### src/rtl/mul_accum_stage.sv
// ============================================================================
// mul_accum_stage: accumulates a burst of LEN products from the 3-cycle multiplier
// and returns the sum over valid/ready.
// Optional: `define MUL_ACC_SAT_EN for a saturating accumulator with sticky acc_ovf.
// Revision: 1.0
// ============================================================================
`default_nettype none

module mul_accum_stage #(
  parameter int PROD_W  = 8,
  parameter int ACC_W   = 16,
  parameter int LEN_W   = 4,
  parameter int MUL_LAT = 3
) (
  input  logic              clk,
  input  logic              rst_n,
  input  logic              start,
  input  logic [LEN_W-1:0]  len,
  input  logic              op_valid,
  input  logic [PROD_W-1:0] mul_out,
  output logic              busy,
  output logic [ACC_W-1:0]  acc_out,
  output logic              acc_valid,
`ifdef MUL_ACC_SAT_EN
  output logic              acc_ovf,
`endif
  input  logic              acc_ready
);

  typedef enum logic [1:0] {
    S_IDLE = 2'd0,
    S_RUN  = 2'd1,
    S_DONE = 2'd2
  } state_t;

  state_t             state, state_nxt;
  logic [LEN_W-1:0]   len_q;
  logic [LEN_W-1:0]   issued;
  logic [LEN_W-1:0]   received;
  logic [ACC_W-1:0]   acc;
  logic [ACC_W-1:0]   acc_add;
  logic [MUL_LAT-1:0] vpipe;
  logic               accept;
  logic               hit;
  logic               last_hit;

  assign accept   = (state == S_RUN) && (issued < len_q);
  assign hit      = (state == S_RUN) && vpipe[MUL_LAT-1];
  // Finishing on the last hit itself lets acc_valid rise the cycle after the final add.
  assign last_hit = hit && ((received + LEN_W'(1)) == len_q);

  assign busy      = (state != S_IDLE);
  assign acc_valid = (state == S_DONE);
  assign acc_out   = acc;

`ifdef MUL_ACC_SAT_EN
  logic [ACC_W:0] sum_ext;
  assign sum_ext = {1'b0, acc} + (ACC_W+1)'(mul_out);
  assign acc_add = sum_ext[ACC_W] ? {ACC_W{1'b1}} : sum_ext[ACC_W-1:0];
`else
  assign acc_add = acc + ACC_W'(mul_out);
`endif

  // Valid pipe mirrors the multiplier latency so its tail lines up with mul_out.
  generate
    if (MUL_LAT == 1) begin : g_pipe_single
      always_ff @(posedge clk) begin
        if (!rst_n) vpipe <= '0;
        else        vpipe <= op_valid & accept;
      end
    end else begin : g_pipe_multi
      always_ff @(posedge clk) begin
        if (!rst_n) vpipe <= '0;
        else        vpipe <= {vpipe[MUL_LAT-2:0], op_valid & accept};
      end
    end
  endgenerate

  always_comb begin
    state_nxt = state;
    case (state)
      S_IDLE: if (start) state_nxt = (len == '0) ? S_DONE : S_RUN;
      S_RUN:  if (last_hit) state_nxt = S_DONE;
      S_DONE: if (acc_ready) state_nxt = S_IDLE;
      default: state_nxt = S_IDLE;
    endcase
  end

  always_ff @(posedge clk) begin
    if (!rst_n) begin
      state    <= S_IDLE;
      len_q    <= '0;
      issued   <= '0;
      received <= '0;
      acc      <= '0;
`ifdef MUL_ACC_SAT_EN
      acc_ovf  <= 1'b0;
`endif
    end else begin
      state <= state_nxt;
      case (state)
        S_IDLE: begin
          if (start) begin
            len_q    <= len;
            issued   <= '0;
            received <= '0;
            acc      <= '0;
`ifdef MUL_ACC_SAT_EN
            acc_ovf  <= 1'b0;
`endif
          end
        end
        S_RUN: begin
          if (op_valid && accept) issued <= issued + LEN_W'(1);
          if (hit) begin
            acc      <= acc_add;
            received <= received + LEN_W'(1);
`ifdef MUL_ACC_SAT_EN
            if (sum_ext[ACC_W]) acc_ovf <= 1'b1;
`endif
          end
        end
        default: ;
      endcase
    end
  end

endmodule

`default_nettype wire
### config.mk
export PLATFORM = sky130hd
export DESIGN_NAME = mul_accum_stage
export DESIGN_NICKNAME = d
export VERILOG_FILES = /design/src/rtl/mul_accum_stage.sv
export SDC_FILE = /design/constraint.sdc
export NUM_CORES = 1
export LEC_CHECK = 0
export BUFFER_PORTS_ARGS = -buffer_cell sky130_fd_sc_hd__buf_2
export CAP_MARGIN = 20
export CORE_MARGIN = 2
export CORE_UTILIZATION = 45
export CTS_BUF_LIST = sky130_fd_sc_hd__clkbuf_16
export DETAILED_ROUTE_END_ITERATION = 6
export GPL_ROUTABILITY_DRIVEN = 0
export GPL_TIMING_DRIVEN = 0
export PLACE_DENSITY = 0.67
export SLEW_MARGIN = 0
export SYNTH_ARGS = -nofsm -noshare
export SYNTH_HDL_FRONTEND = slang
export SYNTH_SLANG_ARGS = --single-unit
export TNS_END_PERCENT = 1
### constraint.sdc
create_clock -name clk -period 2.62 [get_ports clk]
set_input_delay 0.131 -clock clk [delete_from_list [all_inputs] [get_ports clk]]
set_output_delay 0.131 -clock clk [all_outputs]
set_load 0.05 [all_outputs]
==> run metrics, run 1 <==
DRC marker count from the first detailed-route iteration 84; Main synth FF type dfxtp_1; Cell Pwr Density 517 nW/um2; layout cells sized above 1 0.188; crit path kind flop to flop; cells on worst reg2reg path 8; nets@finish 296; Synth-to-Final Area Change 19.0%; number of hold violations in the final report 0; Cells after DPL 308; nature of the critical path endpoint flop; Vias per Instance 5.45; Clock Latency Late Sink 0.27 ns; CTS tree built; total CTS buffers 5; chip width 69.7 um; initial antenna violation count 0; final wirelength 4280 um; status finished clean; num rows 23; Yosys warnings 0; slew margin rel. 0.637; Final Instance Count excl. Fillers 316; gr usage total 0.180; full die area 4850 um2; routed vias 1721; worst-case clock buffer depth 2; Worst-path clk slew 0.05 ns; Netlist Area Pre-Place 1940 um2; input/output buffers 34; antenna fix cells 0; RSZ-0062 raised after global routing false; Netlist cell types 52; Crit Path Max Fanout 8; Cell Chain, Critical Path ha_1 -> inv_1 -> fa_1 -> nand2b_1 -> a21oi_1 -> a21oi_1 -> o311ai_0 -> o41ai_1; most used cell, CP a21oi_1; Root Buffer clkbuf_16; HP Class input port to flop; Clock Power Share 0.444; Slowest Stage Delay on Critical Path 0.37 ns; initial core utilization 0.475; cell count along the critical path 8; cell count after synthesis 224; Post-synth ARST share 0; WP data arrival 2.41 ns; Leakage 1.01 nW; routed len/inst 13.5 um; max_cap viols 0; Sw Ratio 0.240; total gr overflow 0; Startpoint Class flop; length of the first detailed-routing pass in iterations 4; DRT antenna net count 0; Min Clock Period, post-route 2.27 ns; Slowest cell on crit path fa_1; switching pwr 0.286 mW; area occupied by multi-input gates 1210 um2; setup bufs post-CTS 0; FMAX 441 MHz; Comb pwr share 0.122; register area share after synthesis 0.340; Chip Height 69.7 um; FF+latch count, synth 33; setup TNS 0 ns; hold path cells 3; Worst EP required 2.76 ns; Clock Skew 0.00333 ns; vias in the first global route 1495; Slew @ Worst Pin 0.544 ns; core area 4090 um2; Residual DRC 0; part of the power in registers 0.435; Final Setup Violations 0; Final Cycle Share 0.865; I/O pin cnt 35; cts repair resizes 0; P_int 0.909 mW; CP bufs+invs 1; Crit path max-delay family compound AO/OA/AOI/OAI gates; syn_nets 255; H-tree Lvls 2; largest net degree at the start of global routing 11; Fillers 402; max-slew violation count 0; first-pass GRT wire length 7090 um; number of flops mapped to enable cells by yosys 0; most frequent cells in the layout buf_2 (36), dfxtp_1 (33), nor2_1 (16); Max IR drop VDD 392 uV; Clock Sinks 33; DP HPWL 3280 um; Storage cell area 661 um2; Mean Syn Cell Area 8.66 um2; commonest non-fill, non-tap cell in the layout buf_2; hold_buf cts 0
[worst reg2reg max path, delay by kind of cell, from the launching register on]
kind,cells,cell delay (ns)
buffers and inverters,1,0.07
flip-flops,1,0.35
AO/OA/AOI/OAI,4,0.96
AND/OR/NAND/NOR,1,0.17
adder cells (fa/ha/maj),2,0.58
[per-stage QoR]
step           hold WS [ns]  total power, mW   util  cell area (um2)  setup WS, ns
2_1_floorplan         0.242            0.631      -             1940         0.211
3_3_place_gp          0.398            0.673  0.532             2170         0.401
3_5_place_dp          0.404            0.675  0.532             2170         0.337
4_1_cts               0.127             1.21  0.565             2310         0.310
5_1_grt               0.134             1.25  0.565             2310        0.0880
6_report              0.133             1.20  0.565             2310         0.353
[flip-flops by register name (all words and copies together) (netlist names)]
register,count
received,4
vpipe,3
len_q,4
state,2
acc_out,16
issued,4
[Yosys cell counts (2+ instances only)]
cell	count	area (um2)
nor3_1	6	30.0
nand2_1	12	45.0
or4_1	2	15.0
dfxtp_1	33	661
mux2i_1	2	20.0
and3_1	4	25.0
inv_1	8	30.0
a21oi_1	13	65.1
o211ai_1	5	37.5
nor2_1	16	60.1
ha_1	13	163
nand3_1	6	30.0
and2_1	4	25.0
nand2b_1	7	43.8
a21o_1	4	30.0
xnor2_1	5	43.8
o41ai_1	2	17.5
xor2_1	10	87.6
nand3b_1	3	22.5
or3_1	2	12.5
nor2b_1	11	68.8
buf_2	2	10.0
a211oi_1	3	22.5
a21boi_0	3	22.5
o21ai_0	11	55.1
clkbuf_1	5	18.8
nand4_1	7	43.8
[path summary, 6_finish.rpt]
path              startpoint     endpoint  slack (ns)
setup / recovery  acc_out[0]  acc_out[14]        0.35
setup reg to reg  acc_out[0]  acc_out[14]        0.35
hold / removal        len[3]     len_q[3]        0.13
hold reg to reg     vpipe[0]     vpipe[1]        0.43
[cells by family after synthesis]
family	synth area share
multiplexers	0.0174
buffers and inverters	0.0361
flip-flops	0.340
adder cells (fa/ha/maj)	0.0941
AO/OA/AOI/OAI	0.181
XOR/XNOR	0.0677
AND/OR/NAND/NOR	0.263
[power groups by stage]
stage                     logic, mW  clock network, mW  registers, mW
after detailed placement      0.146                  0          0.529
after CTS                     0.147              0.540          0.519
final                         0.146              0.530          0.519
after global placement        0.144                  0          0.529
after global routing          0.161              0.566          0.520
after floorplan              0.0972                  0          0.534
[per-layer routing]
layer / global-route usage / up-vias / wire, um
met1: 0.256 / 799 / 2160
met4: 0.0513 / 0 / 38
met5: 0 / - / 0
met2: 0.272 / 33 / 1900
met3: 0.0451 / 4 / 177
li1: - / 885 / -
[area by class of cell]
class                      count  share of cell area
multi-input combinational    175               0.524
sequential                    33               0.286
timing repair buffer          34              0.0737
clock buffer                   5              0.0542
tap                           50              0.0271
buffer                         8              0.0173
inverter                       8              0.0130
clock inverter                 3             0.00488
(Power assumes the default switching activity.)
==> run 2: changes to the inputs <==
--- a/config.mk
+++ b/config.mk
@@ -7,7 +7,7 @@
 export LEC_CHECK = 0
 export BUFFER_PORTS_ARGS = -buffer_cell sky130_fd_sc_hd__buf_2
 export CAP_MARGIN = 20
-export CORE_MARGIN = 2
+export CORE_MARGIN = 8
 export CORE_UTILIZATION = 45
 export CTS_BUF_LIST = sky130_fd_sc_hd__clkbuf_16
 export DETAILED_ROUTE_END_ITERATION = 6
==> constraint.sdc (replaced) <==
create_clock -name clk -period 2.33 [get_ports clk]
set_input_delay 0.1165 -clock clk [delete_from_list [all_inputs] [get_ports clk]]
set_output_delay 0.1165 -clock clk [all_outputs]
set_load 0.05 [all_outputs]
==> run metrics, run 2 (synthesized netlist as in run 1, its figures left out) <==
Chip Height 81.7 um (+17%); layout cells sized above 1 0.203 (+0.0150); Worst Hold Endpoint len_q[2]; Final Setup Violations 0 (unchanged); full die area 6670 um2 (+37%); Comb pwr share 0.121 (about the same); WP data arrival 2.31 ns (-0.10 ns); Worst Hold Launch len[2]; max reg flops 16 (unchanged); num rows 24 (+4.3%); CTS tree built; most frequent cells in the layout buf_2 (36), dfxtp_1 (32), nor2_1 (16); chip width 81.7 um (+17%); max-slew violation count 0 (unchanged); Clock Sinks 33 (unchanged); Fillers 414 (+3.0%); antenna fix cells 0 (unchanged); Min Clock Period, post-route 2.16 ns (-0.104 ns); Vias per Instance 5.48 (+0.58%); nature of the critical path endpoint flop; Worst-path clk slew 0.05 ns (about the same); H-tree Lvls 2 (unchanged); FMAX 462 MHz (+4.8%); max_cap viols 0 (unchanged); hold path cells 3 (unchanged); part of the power in registers 0.427 (-0.008); Slowest Stage Delay on Critical Path 0.39 ns (+0.02 ns); worst-case clock buffer depth 2 (unchanged); Crit Path Max Fanout 8 (unchanged); length of the first detailed-routing pass in iterations 4 (unchanged); Root Buffer clkbuf_16; crit path kind flop to flop; DRT antenna net count 0 (unchanged); status finished clean; I/O pin cnt 35 (unchanged); initial core utilization 0.455 (-0.0198); Cell Chain, Critical Path ha_1 -> inv_1 -> fa_1 -> nand2b_1 -> a21oi_2 -> a21oi_2 -> o311ai_0 -> o41ai_1; most used cell, CP a21oi_2; Storage cell area 662 um2 (+0.19%); Clock Skew 0.00382 ns (+0.000489 ns); Reg2Reg Setup Slack 0.17 ns (-0.19 ns); Synth-to-Final Area Change 19.7%; vias in the first global route 1587 (+6.2%); Cell Pwr Density 588 nW/um2 (+14%); Worst Hold Slack 0.109 ns (-0.0242 ns); Slew @ Worst Pin 0.416 ns (-0.128 ns); Sw Ratio 0.250 (+0.0101); switching pwr 0.341 mW (+19%); commonest non-fill, non-tap cell in the layout buf_2; gr usage total 0.144 (-0.0366); Slowest cell on crit path fa_1; final wirelength 4570 um (+6.7%); Clock Latency Late Sink 0.28 ns (about the same); Worst EP required 2.47 ns (-0.29 ns); number of hold violations in the final report 0 (unchanged); DP HPWL 3420 um (+4.2%); Max IR drop VDD 402 uV (+2.5%); input/output buffers 34 (unchanged); area occupied by multi-input gates 1220 um2 (+0.62%); RSZ-0062 raised after global routing false; total CTS buffers 5 (unchanged); Final Cycle Share 0.928 (+0.0631); setup bufs post-CTS 0 (unchanged); HP Class input port to flop; total gr overflow 0 (unchanged); worst reg2reg startpoint acc_out[0]; Reg-to-Reg End acc_out[14]; Leakage 1.01 nW (-0.77%); DRC marker count from the first detailed-route iteration 90 (+7.1%); cells on worst reg2reg path 8 (unchanged); core area 4260 um2 (+4.3%); first-pass GRT wire length 7510 um (+5.8%); Residual DRC 0 (unchanged); Clock Power Share 0.452 (+0.008); nets@finish 296 (unchanged); initial antenna violation count 0 (unchanged); largest net degree at the start of global routing 11 (unchanged); routed len/inst 14.4 um (+6.0%); slew margin rel. 0.720 (+0.0825); hold_buf cts 0 (unchanged); routed vias 1742 (+1.2%); Startpoint Class flop; P_int 1.02 mW (+13%); setup TNS 0 ns (unchanged)
[run 2: per-stage QoR]
stage | setup slack, ns | power (mW) | cells | utilization | instance area, um2
6_report | 0.167 | 1.37 | 318 | 0.545 | 2320
3_3_place_gp | 0.119 | 0.757 | 310 | 0.511 | 2180
3_5_place_dp | 0.0115 | 0.759 | 310 | 0.511 | 2180
4_1_cts | 0.0640 | 1.38 | 318 | 0.544 | 2320
2_1_floorplan | 0.0642 | 0.709 | 224 | - | 1940
5_1_grt | 0.0463 | 1.42 | 318 | 0.545 | 2320
[run 2: timing repair]
item / CTS / global route
pin swaps: 0 / 0
setup endpoints to repair: 1 / 2
resized for setup: 1 / 1
[run 2: area by class of cell]
type / instances / area share
clock buffer: 5 / 0.0539
tap: 52 / 0.0280
sequential: 33 / 0.285
multi-input combinational: 175 / 0.524
timing repair buffer: 34 / 0.0733
buffer: 8 / 0.0172
inverter: 8 / 0.0129
clock inverter: 3 / 0.00539
[run 2: worst max-delay path by stage]
stage	start	endpoint	slack, ns
after floorplan	acc_out[1]	acc_out[8]	0.06
final	acc_out[0]	acc_out[14]	0.17
after global placement	acc_out[0]	acc_out[14]	0.12
after detailed placement	acc_out[0]	acc_out[14]	0.01
after global routing	acc_out[0]	acc_out[14]	0.05
after CTS	acc_out[0]	acc_out[14]	0.06
[run 2: critical path, delay by kind of cell (launching register included)]
| kind | cells | cell delay (ns) |
|---|---|---|
| buffers and inverters | 1 | 0.07 |
| AOI/OAI and AO/OA | 4 | 0.85 |
| DFF | 1 | 0.33 |
| and+or+nand+nor | 1 | 0.20 |
| adders and majority gates | 2 | 0.57 |
[run 2: per-layer routing]
| layer | global-route usage | vias to the layer above | share of wire |
|---|---|---|---|
| met5 | 0 | - | 0 |
| met4 | 0.0509 | 0 | 0.011 |
| met3 | 0.0460 | 5 | 0.047 |
| met2 | 0.221 | 31 | 0.46 |
| met1 | 0.185 | 811 | 0.48 |
| li1 | - | 895 | - |
[run 2: power by group through the flow]
stage	clock network, mW	registers (mW)	logic, mW
4_1_cts	0.633	0.583	0.165
2_1_floorplan	0	0.600	0.109
6_report	0.617	0.583	0.166
5_1_grt	0.659	0.584	0.182
3_5_place_dp	0	0.595	0.164
3_3_place_gp	0	0.594	0.163
==> run 3: changes to the inputs <==
--- a/config.mk
+++ b/config.mk
@@ -5,6 +5,7 @@
 export SDC_FILE = /design/constraint.sdc
 export NUM_CORES = 1
 export LEC_CHECK = 0
+export ABC_AREA = 1
 export BUFFER_PORTS_ARGS = -buffer_cell sky130_fd_sc_hd__buf_2
 export CAP_MARGIN = 20
 export CORE_MARGIN = 8
@@ -13,7 +14,7 @@
 export DETAILED_ROUTE_END_ITERATION = 6
 export GPL_ROUTABILITY_DRIVEN = 0
 export GPL_TIMING_DRIVEN = 0
-export PLACE_DENSITY = 0.67
+export PLACE_DENSITY = 0.66
 export SLEW_MARGIN = 0
 export SYNTH_ARGS = -nofsm -noshare
 export SYNTH_HDL_FRONTEND = slang
==> run metrics, run 3 <==
status finished clean; I/O pin cnt 35 (unchanged); Mean Syn Cell Area 6.76 um2 (-22%); Synth-to-Final Area Change 19.0%; DRC marker count from the first detailed-route iteration 42 (-53%); total gr overflow 0 (unchanged); worst-case clock buffer depth 2 (unchanged); max-slew violation count 0 (unchanged); Clock Latency Late Sink 0.28 ns (about the same); DRT antenna net count 0 (unchanged); commonest non-fill, non-tap cell in the layout nand2_1; Leakage 1.13 nW (+12%); Clock Skew 0.00538 ns (+0.00156 ns); DP HPWL 3540 um (+3.5%); Yosys warnings 0 (unchanged); Netlist cell types 30 (-42%); setup bufs post-CTS 0 (unchanged); nature of the critical path endpoint flop; cells on worst reg2reg path 12 (+4); Min Clock Period, post-route 2.00 ns (-0.165 ns); largest family of logic cells by synthesized area simple AND/OR/NAND/NOR gates; Worst Hold Launch acc_ready; top cell type's share of synthesized area 0.332 (-0.00793); XOR/XNOR share of the synthesized area 0.0132 (-0.0545); Netlist Area Pre-Place 1990 um2 (+2.4%); syn_nets 325 (+27%); Worst-path clk slew 0.06 ns (about the same); initial antenna violation count 0 (unchanged); multiplexer share of the synthesized area 0 (-0.0174); total CTS buffers 5 (unchanged); most frequent cells in the layout nand2_1 (72), inv_1 (37), buf_2 (35); Final Cell Area 2360 um2 (+1.8%); number of hold violations in the final report 0 (unchanged); first-pass GRT wire length 7850 um (+4.6%); input/output buffers 34 (unchanged); core area 4290 um2 (+0.70%); crit path kind flop to flop; post-route worst setup slack 0.332 ns (+0.165 ns); Post-DP Area 2220 um2 (+2.1%); Vias per Instance 4.97 (-9.2%); FMAX 501 MHz (+8.3%); Startpoint Class flop; simple-gate share of the synthesized area 0.328 (+0.0650); Post-synth top cells nand2_1 (72), inv_1 (37), dfxtp_1 (33), a21oi_1 (30); max_cap viols 0 (unchanged); Residual DRC 0 (unchanged); Slew @ Worst Pin 0.550 ns (+0.134 ns); Chip Height 82.5 um (+0.96%); Crit Path Max Fanout 5 (-3); routed vias 1929 (+11%); Util after Layout 0.551 (+0.00610); Worst EP required 2.55 ns (+0.08 ns); initial core utilization 0.463 (+0.00760); antenna fix cells 0 (unchanged); CTS tree built; length of the first detailed-routing pass in iterations 4 (unchanged); final wirelength 4560 um (about the same); hold_buf cts 0 (unchanged); largest net degree at the start of global routing 12 (+1); max reg flops 16 (unchanged); num rows 24 (unchanged); cell count after synthesis 294 (+31%); Clock Sinks 33 (unchanged); layout cells sized above 1 0.170 (-0.0334); vias in the first global route 1821 (+15%); chip width 82.5 um (+0.96%); nets@finish 366 (+24%); Place WS 0.356 ns (+0.344 ns); Root Buffer clkbuf_16; HP Class input port to flop; Main synth FF type dfxtp_1; routed len/inst 11.8 um (-18%); FF+latch count, synth 33 (unchanged); Reg2Reg Setup Slack 0.33 ns (+0.17 ns); setup TNS 0 ns (unchanged); number of flops mapped to enable cells by yosys 0 (unchanged); Final Cycle Share 0.857 (-0.0708); gr usage total 0.148 (+0.00441); Adder-Cell Fraction of Synth Area 0.0919 (-0.00219); area leader, netlist dfxtp_1; H-tree Lvls 2 (unchanged); Synth area leaders dfxtp_1 (33%), nand2_1 (14%), ha_1 (8.2%); full die area 6800 um2 (+1.9%); Reg-to-Reg End acc_out[14]; worst reg2reg startpoint acc_out[0]; RSZ-0062 raised after global routing false; register area share after synthesis 0.332 (-0.00793); Worst Hold Endpoint state[1]; slew margin rel. 0.632 (-0.0876); WP data arrival 2.22 ns (-0.09 ns); Cell Pwr Density 712 nW/um2 (+21%); hold path cells 4 (+1); most frequent cell after synthesis nand2_1; Max IR drop VDD 426 uV (+5.9%); Final Setup Violations 0 (unchanged); compound-gate portion of the synthesized area 0.154 (-0.0269); cts repair resizes 0 (-1); Post-synth ARST share 0 (unchanged)
[run 3: where the power goes]
group	leakage [nW]	switching [mW]	total, mW	internal (mW)
Sequential	0.268	0.0366	0.641	0.605
Clock	0.0696	0.249	0.640	0.391
Combinational	0.789	0.280	0.403	0.124
Total	1.13	0.565	1.68	1.12
[run 3: critical path, cell delays in order (launching register included)]
cell and delay (ns):
dfxtp_1 0.34, ha_1 0.18, inv_1 0.08, fa_1 0.36, inv_1 0.10, nand3_1 0.10, nand2_1 0.12, nand2_1 0.07
nand3_1 0.16, nand2_1 0.14, nor2_4 0.11, nand2_1 0.07, a21oi_2 0.10
[run 3: how the worst max path moves through the flow]
stage / from / endpoint / slack [ns] / cells after the start
final: acc_out[0] / acc_out[14] / 0.33 / 12
after global routing: acc_out[0] / acc_out[12] / 0.09 / 12
after CTS: acc_out[0] / acc_out[14] / 0.33 / 12
after detailed placement: acc_out[0] / acc_out[12] / 0.36 / 12
after global placement: acc_out[0] / acc_out[12] / 0.37 / 11
after floorplan: acc_out[0] / acc_out[10] / 0.19 / 11
[run 3: routing by layer]
metal | wire [um] | up-vias | global-route usage
met4 | 57 | 0 | 0.0526
met1 | 2010 | 858 | 0.162
li1 | - | 1040 | -
met3 | 230 | 6 | 0.0411
met5 | 0 | - | 0
met2 | 2260 | 25 | 0.266
[run 3: metrics by stage]
stage	hold WS [ns]	instances	total power [mW]
floorplan	0.255	294	0.953
global placement	0.395	380	1.05
detailed placement	0.401	380	1.06
CTS	0.117	388	1.70
global route	0.132	388	1.78
finish	0.118	388	1.68
[run 3: cell type report]
type / count / area, um2
well taps: 52 / 65.1
plain buffers: 4 / 16.3
inverters: 38 / 143
flip-flops and latches: 33 / 661
fillers: 451 / 1930
multi-input cells: 219 / 1170
repair buffers: 34 / 170
clock buffers: 5 / 125
clock inverters: 3 / 17.5
[run 3: cells by family after synthesis]
logic type      Yosys count
compound gates           55
xor+xnor                  3
simple gates            147
flops                    33
fa+ha+maj                14
buf+inv                  42
